==> src/rtl/ram_wr_ctrl.sv <==
// Write-side controller and loopback checker for a DEPTH x DATA_W dual-port RAM.
// Fills port A with (seed + addr), grants one port-B read sweep, checks the returned data.
module ram_wr_ctrl #(
  parameter int DATA_W = 8,
  parameter int ADDR_W = 6,
  parameter int DEPTH  = 64,
  parameter int RD_LAT = 1
) (
  input  logic              clk,
  input  logic              rst_n,
  input  logic              start,
  output logic              ram_wr_en,
  output logic              ram_wr_we,
  output logic [ADDR_W-1:0] ram_wr_addr,
  output logic [DATA_W-1:0] ram_wr_data,
  output logic              rd_flag,
  input  logic [DATA_W-1:0] ram_rd_data,
  output logic              busy,
  output logic              done,
  output logic              err,
  output logic [6:0]        err_cnt,
  output logic [7:0]        frame_cnt
);

  typedef enum logic [2:0] {
    IDLE  = 3'd0,
    WRITE = 3'd1,
    READ  = 3'd2,
    DRAIN = 3'd3,
    DONE  = 3'd4
  } state_t;

  localparam logic [ADDR_W-1:0] LAST_ADDR  = ADDR_W'(DEPTH - 1);
  localparam logic [ADDR_W-1:0] LAST_DRAIN = ADDR_W'(RD_LAT - 1);
  localparam logic [ADDR_W-1:0] ONE        = ADDR_W'(1);

  state_t            state;
  state_t            state_nxt;
  logic [ADDR_W-1:0] cnt;
  logic [ADDR_W-1:0] cnt_nxt;
  logic [DATA_W-1:0] seed;
  logic [DATA_W-1:0] exp_data;
  logic [ADDR_W-1:0] exp_addr;
  logic [RD_LAT-1:0] vld_pipe;
  logic              cmp_vld;
  logic              mismatch;

  // State register and sweep counter
  always_ff @(posedge clk) begin
    if (!rst_n) begin
      state <= IDLE;
      cnt   <= '0;
    end else begin
      state <= state_nxt;
      cnt   <= cnt_nxt;
    end
  end

  // Next-state logic; the counter wraps to 0 at the end of each sweep
  always_comb begin
    state_nxt = state;
    cnt_nxt   = cnt;
    case (state)
      IDLE: begin
        cnt_nxt = '0;
        if (start) state_nxt = WRITE;
        else       state_nxt = IDLE;
      end
      WRITE: begin
        cnt_nxt = cnt + ONE;
        if (cnt == LAST_ADDR) state_nxt = READ;
        else                  state_nxt = WRITE;
      end
      READ: begin
        cnt_nxt = cnt + ONE;
        if (cnt == LAST_ADDR) state_nxt = DRAIN;
        else                  state_nxt = READ;
      end
      DRAIN: begin
        if (cnt == LAST_DRAIN) begin
          state_nxt = DONE;
          cnt_nxt   = '0;
        end else begin
          state_nxt = DRAIN;
          cnt_nxt   = cnt + ONE;
        end
      end
      DONE: begin
        state_nxt = IDLE;
        cnt_nxt   = '0;
      end
      default: begin
        state_nxt = IDLE;
        cnt_nxt   = '0;
      end
    endcase
  end

  // The compare slot trails the reader enable by exactly RD_LAT cycles
  assign cmp_vld  = vld_pipe[RD_LAT-1];
  assign exp_data = seed + DATA_W'(exp_addr);
  assign mismatch = cmp_vld && (ram_rd_data != exp_data);

  // Registered outputs, seed capture and loopback checker
  always_ff @(posedge clk) begin
    if (!rst_n) begin
      ram_wr_en   <= 1'b0;
      ram_wr_we   <= 1'b0;
      ram_wr_addr <= '0;
      ram_wr_data <= '0;
      rd_flag     <= 1'b0;
      busy        <= 1'b0;
      done        <= 1'b0;
      err         <= 1'b0;
      err_cnt     <= 7'd0;
      frame_cnt   <= 8'd0;
      seed        <= '0;
      exp_addr    <= '0;
      vld_pipe    <= '0;
    end else begin
      ram_wr_en   <= (state == WRITE);
      ram_wr_we   <= (state == WRITE);
      ram_wr_addr <= (state == WRITE) ? cnt : '0;
      ram_wr_data <= (state == WRITE) ? (seed + DATA_W'(cnt)) : '0;
      rd_flag     <= (state == READ);
      busy        <= (state_nxt != IDLE);
      done        <= (state == DONE);

      vld_pipe[0] <= rd_flag;
      for (int i = 1; i < RD_LAT; i++) begin
        vld_pipe[i] <= vld_pipe[i-1];
      end

      if (state == DONE) begin
        frame_cnt <= frame_cnt + 8'd1;
      end

      if ((state == IDLE) && start) begin
        seed     <= DATA_W'(frame_cnt);
        err      <= 1'b0;
        err_cnt  <= 7'd0;
        exp_addr <= '0;
      end else if (cmp_vld) begin
        exp_addr <= exp_addr + ONE;
        if (mismatch) begin
          err <= 1'b1;
          if (err_cnt != 7'd127) begin
            err_cnt <= err_cnt + 7'd1;
          end
        end
      end
    end
  end

endmodule

==> config.mk <==
export PLATFORM = sky130hd
export DESIGN_NAME = ram_wr_ctrl
export DESIGN_NICKNAME = d
export VERILOG_FILES = /design/src/rtl/ram_wr_ctrl.sv
export SDC_FILE = /design/constraint.sdc
export NUM_CORES = 1
export LEC_CHECK = 0
export ABC_AREA = 1
export CAP_MARGIN = 40
export CORE_UTILIZATION = 48
export CTS_CLUSTER_SIZE = 30
export DETAILED_ROUTE_END_ITERATION = 6
export GPL_ROUTABILITY_DRIVEN = 0
export HOLD_SLACK_MARGIN = 0.06
export PLACE_DENSITY = 0.8
export SLEW_MARGIN = 30
export SYNTH_ARGS = -nofsm -noshare
export SYNTH_HDL_FRONTEND = slang
export SYNTH_SLANG_ARGS = --single-unit
==> constraint.sdc <==
create_clock -name clk -period 2.1 [get_ports clk]
set_clock_uncertainty 0.05 [all_clocks]
set_input_delay 0.21 -clock clk [delete_from_list [all_inputs] [get_ports clk]]
set_output_delay 0.21 -clock clk [all_outputs]
set_load 0.005 [all_outputs]
==> Yosys cells after proc, flatten, opt, wreduce, memory -nomap -nowiden <==
Index checks and enable logic that the tools add are counted.
{ "op_classes": {"eq_ne": 7, "add_sub_neg": 6, "n_bitwise": 1, "n_mux": 7, "n_reduce_logical": 10} }
{ "ops": {"columns": ["cell", "n"], "rows": [
  ["8-bit by 6-bit adder with 8-bit output", 2],
  ["6-bit by 1-bit adder with 6-bit output (second input constant)", 2],
  ["3-bit one-hot mux with 4 select lines", 1],
  ["6-bit one-hot mux with 2 select lines", 1],
  ["8-bit by 1-bit adder with 8-bit output (second input constant)", 1],
  ["8-bit inequality test", 1],
  ["7-bit by 1-bit adder with 7-bit output (second input constant)", 1],
  ["7-bit inequality test (second input constant)", 1],
  ["3-bit by 2-bit == test with 1-bit output (second input constant)", 2],
  ["6-bit == test (second input constant)", 1],
  ["6-bit zero test", 1],
  ["6-bit two-way mux", 1],
  ["2-bit AND reduction", 2],
  ["2-bit OR reduction", 2],
  ["3-bit by 1-bit == test with 1-bit output (second input constant)", 1],
  ["3-bit == test (second input constant)", 1],
  ["3-bit zero test", 1],
  ["3-bit two-way mux", 1],
  ["3-bit AND reduction", 1],
  ["3-bit nonzero test", 1],
  ["1-bit logical AND", 2],
  ["1-bit two-way mux", 2],
  ["2-bit two-way mux", 1],
  ["1-bit inverter", 1]
]} }
{ "totals": {"output_inout_bits": 35, "inputBits": 11, "ff_bits": 58} }

==> Depth between registers and ports, before layout <==
{ "depth": {"ltp_word": 4, "ltp_mapped": 14, "mapped_depth_nobuf": 14} }

==> Worst setup path after synthesis <==
Ideal clock, no wire load.
{ "synth_timing": {"path_type": "reg2reg", "from": "register seed[0]", "to": "register err_cnt[0]", "required_ps": 1984, "n_path_buf": 0, "t_arrival_ps": 1870, "slack_ps": 114, "stages_incl_launch_ff": 12, "synth_period_minus_slack_ps": 1986, "cell_sequence": "dfxtp_1 -> ha_1 -> fa_1 -> xnor2_1 -> nand2_1 -> a21oi_2 -> nand2_2 -> nor2_4 -> nand3_4 -> nand3_4 -> nand2_1 -> a21oi_2"} }
{ "synth_between": {"elab_chain_len": 4} }
{ "synth_lines": {"columns": ["element", "line_no", "text"], "rows": [
  ["from (decl)", "41", "logic [DATA_W-1:0] seed;"],
  ["from (signal assigned)", "139", "seed <= DATA_W'(frame_cnt);"],
  ["8-bit by 6-bit adder with 8-bit output", "101", "assign exp_data = seed + DATA_W'(exp_addr);"],
  ["8-bit inequality test", "102", "assign mismatch = cmp_vld && (ram_rd_data != exp_data);"],
  ["1-bit logical AND", "102", null],
  ["3-bit AND reduction (no source line)", null, null],
  ["to (signal assigned)", "148", "err_cnt <= err_cnt + 7'd1;"],
  ["to (decl)", "21", "output logic [6:0] err_cnt,"]
]} }
Every way passes these cells.
A chain may end at the register's enable or synchronous reset.

==> Worst setup path after layout <==
{ "layout_timing": {"from": "register seed[0]", "to": "register err_cnt[1]"} }
Same word-level chain as after synthesis.

==> metrics <==
post-layout min period=2160 ps; largest area contributor in the netlist=dfxtp_1; CP startpoint kind=register; total power=2.24 mW; io pins=46; Routed WL=6.59 mm; post-route cell area=3710 um2; worst-path fanout max=4; clock share of power=39.6%; clock-pin slew on the worst setup and hold paths=70 ps; vias in the first global route=2485; Synth area leaders=dfxtp_1 40%, nand2_1 7.9%, ha_1 7.4%; power per cell area=605 nW/um2; Primary FF master, synth=dfxtp_1; dpl hpwl=4.49 mm; largest net degree at the start of global routing=17; Setup crit end kind=register; worst path bufs/invs=1; cell count after synthesis=373; CP most frequent cell=a21oi_2; H-tree depth=3; area occupied by multi-input gates=1540 um2; Synth Net Count=403; normalized max-slew margin=62.4%; CP max-delay cell=fa_2; # port buffers=45; DR DRC count=0; Net Sw Power=0.605 mW; initial DRC count=103; CTS root buf=clkbuf_8; top-area cell type share of the netlist area=40.5%; number of cell rows=27; Final Slew Violations=0; Core ar.=5640 um2; Ant. Diodes=0; failing checks=negative setup slack; Routed Antenna Nets=0; max incr delay on CP=560 ps; clk sinks=58; critical path type=reg -> reg; status=finished with violations; GRT Util Overall=22.4%; final critical-path setup slack=-64.5 ps; sequential cell area=1160 um2; Slew @ Worst Pin=563 ps; die height=79.3 um; Fin. Hold Viols=0; arrival time worst endpoint=2320 ps; Synth Area per Inst=7.69 um2; Max IR drop VDD=0.383 mV; CP cell instances=ha_4 -> fa_2 -> xnor2_2 -> nand2_1 -> a21oi_2 -> nand2_2 -> nor2_4 -> buf_6 -> nand3_4 -> nand4_1 -> a21oi_2; Placement Cell Area=3430 um2; clock latency on the worst-skew pair=330 ps; area delta synth->final=29.3%; CTS buffer count=9; Horiz. Die Dim=79.3 um; share of layout cells above drive strength 1=15.6%; max cap viols=0; leak pwr=1.53 nW; crit-path leading delay family=adder cells; EDFF count, synth=0; total internal power=1.64 mW; first-pass iteration count of the detailed router=4; initial antenna violation count=0; Vias=2606; sequential fraction of the synthesis area=40.5%; # fillers=487; sequential group share of total power=50.9%; per-cell routed wire length=12.8 um; Final setup viols=8; Setup Slack @ Placement=-35.9 ps; clock buffer depth=2; Cell Area, Synth=2870 um2; final core occ=65.7%; Logic pwr share=9.5%; Netlist cell types=37; fraction of registers with async set/reset=0%; worst min path class=reg -> reg; initial core utilization=50.8%; period utilization=103%; Max Clk Rate=462 MHz; Remaining Overflow, GRT=0; setup repair after global routing missed its margin=true; switch share=27.0%; Yosys warnings=0; first-pass GRT wire length=10.8 mm; vias per inst=5.08; Layout Nets=466; TritonCTS clock tree=built; register bit total from synthesis=58; Worst Path Required=2250 ps; die area=6290 um2
[worst reg2reg max path, stage by stage (launching register included)]
cell	delay [ps]
dfxtp_2	340
ha_4	160
fa_2	560
xnor2_2	120
nand2_1	80
a21oi_2	120
nand2_2	80
nor2_4	140
buf_6	120
nand3_4	90
nand4_1	110
a21oi_2	70
[power by group through the flow]
stage	Sequential, mW	Combinational, mW	Clock [mW]
finish	1.14	0.214	0.888
global route	1.14	0.240	0.964
global placement	1.16	0.191	0
detailed placement	1.16	0.196	0
floorplan	1.16	0.128	0
CTS	1.14	0.203	0.895
[routing by layer]
metal	GRT usage (%)	vias to the layer above	share of wire, %
met4	9.45	0	2.5
met2	36.4	73	47
met5	0	-	0
met3	7.93	15	5.3
met1	26.6	1187	45
li1	-	1331	-
[path summary, 6_finish.rpt]
path | start | end | slack [ps] | cells after the start
worst min-delay path | rd_flag$_SDFF_PN0_ | cmp_vld$_SDFF_PN0_ | 430 | 2
worst max-delay path | seed[0]$_SDFFE_PN0P_ | err_cnt[1]$_SDFFE_PP0P_ | -60 | 11
worst min register to register | rd_flag$_SDFF_PN0_ | cmp_vld$_SDFF_PN0_ | 430 | 2
worst max register to register | seed[0]$_SDFFE_PN0P_ | err_cnt[1]$_SDFFE_PP0P_ | -60 | 11
[cells by family after synthesis]
group | count (synthesis) | share of synthesized area (%)
xor+xnor | 14 | 4.28
mux | 1 | 0.349
flops | 58 | 40.5
simple gates | 171 | 28.0
buf+inv | 60 | 8.07
fa+ha+maj | 19 | 8.81
compound gates | 50 | 10.0
[registers in the layout (all words and copies together), names as in the netlist]
register,flops
err,1
busy,1
ram_wr_we,1
frame_cnt,8
ram_wr_addr,6
err_cnt,7
ram_wr_data,8
rd_flag,1
state,3
done,1
cnt,6
exp_addr,6
cmp_vld,1
seed,8
[layout make-up]
type / count / share of cell area, %
clock buffers: 9 / 3.34
clock inverters: 7 / 1.21
inverters: 55 / 5.57
multi-input cells: 256 / 41.6
flip-flops and latches: 58 / 31.4
well taps: 72 / 2.43
repair buffers: 56 / 14.5
[cells in the mapped netlist (3+ instances only)]
library cell	instances
nand3_1	17
o21ai_0	17
nand2_1	60
a21oi_2	6
ha_1	17
xor2_1	7
nand4_1	9
dfxtp_1	58
inv_1	50
inv_2	4
nor2_2	3
nor3_1	10
nand2_2	6
a21oi_1	21
nor2_1	52
xnor2_1	7
[metrics by stage]
stage / hold WS, ps / std cells / TNS [ps]
5_1_grt: 465 / 513 / -1430
2_1_floorplan: 383 / 373 / 0
3_3_place_gp: 411 / 491 / 0
4_1_cts: 436 / 509 / 0
6_report: 429 / 513 / -350
3_5_place_dp: 421 / 491 / -151
[repair_timing]
item	CTS	global route
setup endpoints to repair	6	9
gates resized for setup	1	17
hold buffers	0	0
gates cloned	1	0
pin swaps	3	9
buffers inserted	1	4
[cells in the final DEF (no fill, tap or decap), drive strengths merged, types with 9 or more instances in the layout]
cell and instances:
ha 17, clkdlybuf4s50 45, nand2 66, nand3 22, inv 55, a21oi 27, o21ai 18, nor2 56
clkbuf 9, nor3 12, dfxtp 58, buf 11, nand4 9
(Power assumes the default switching activity.)
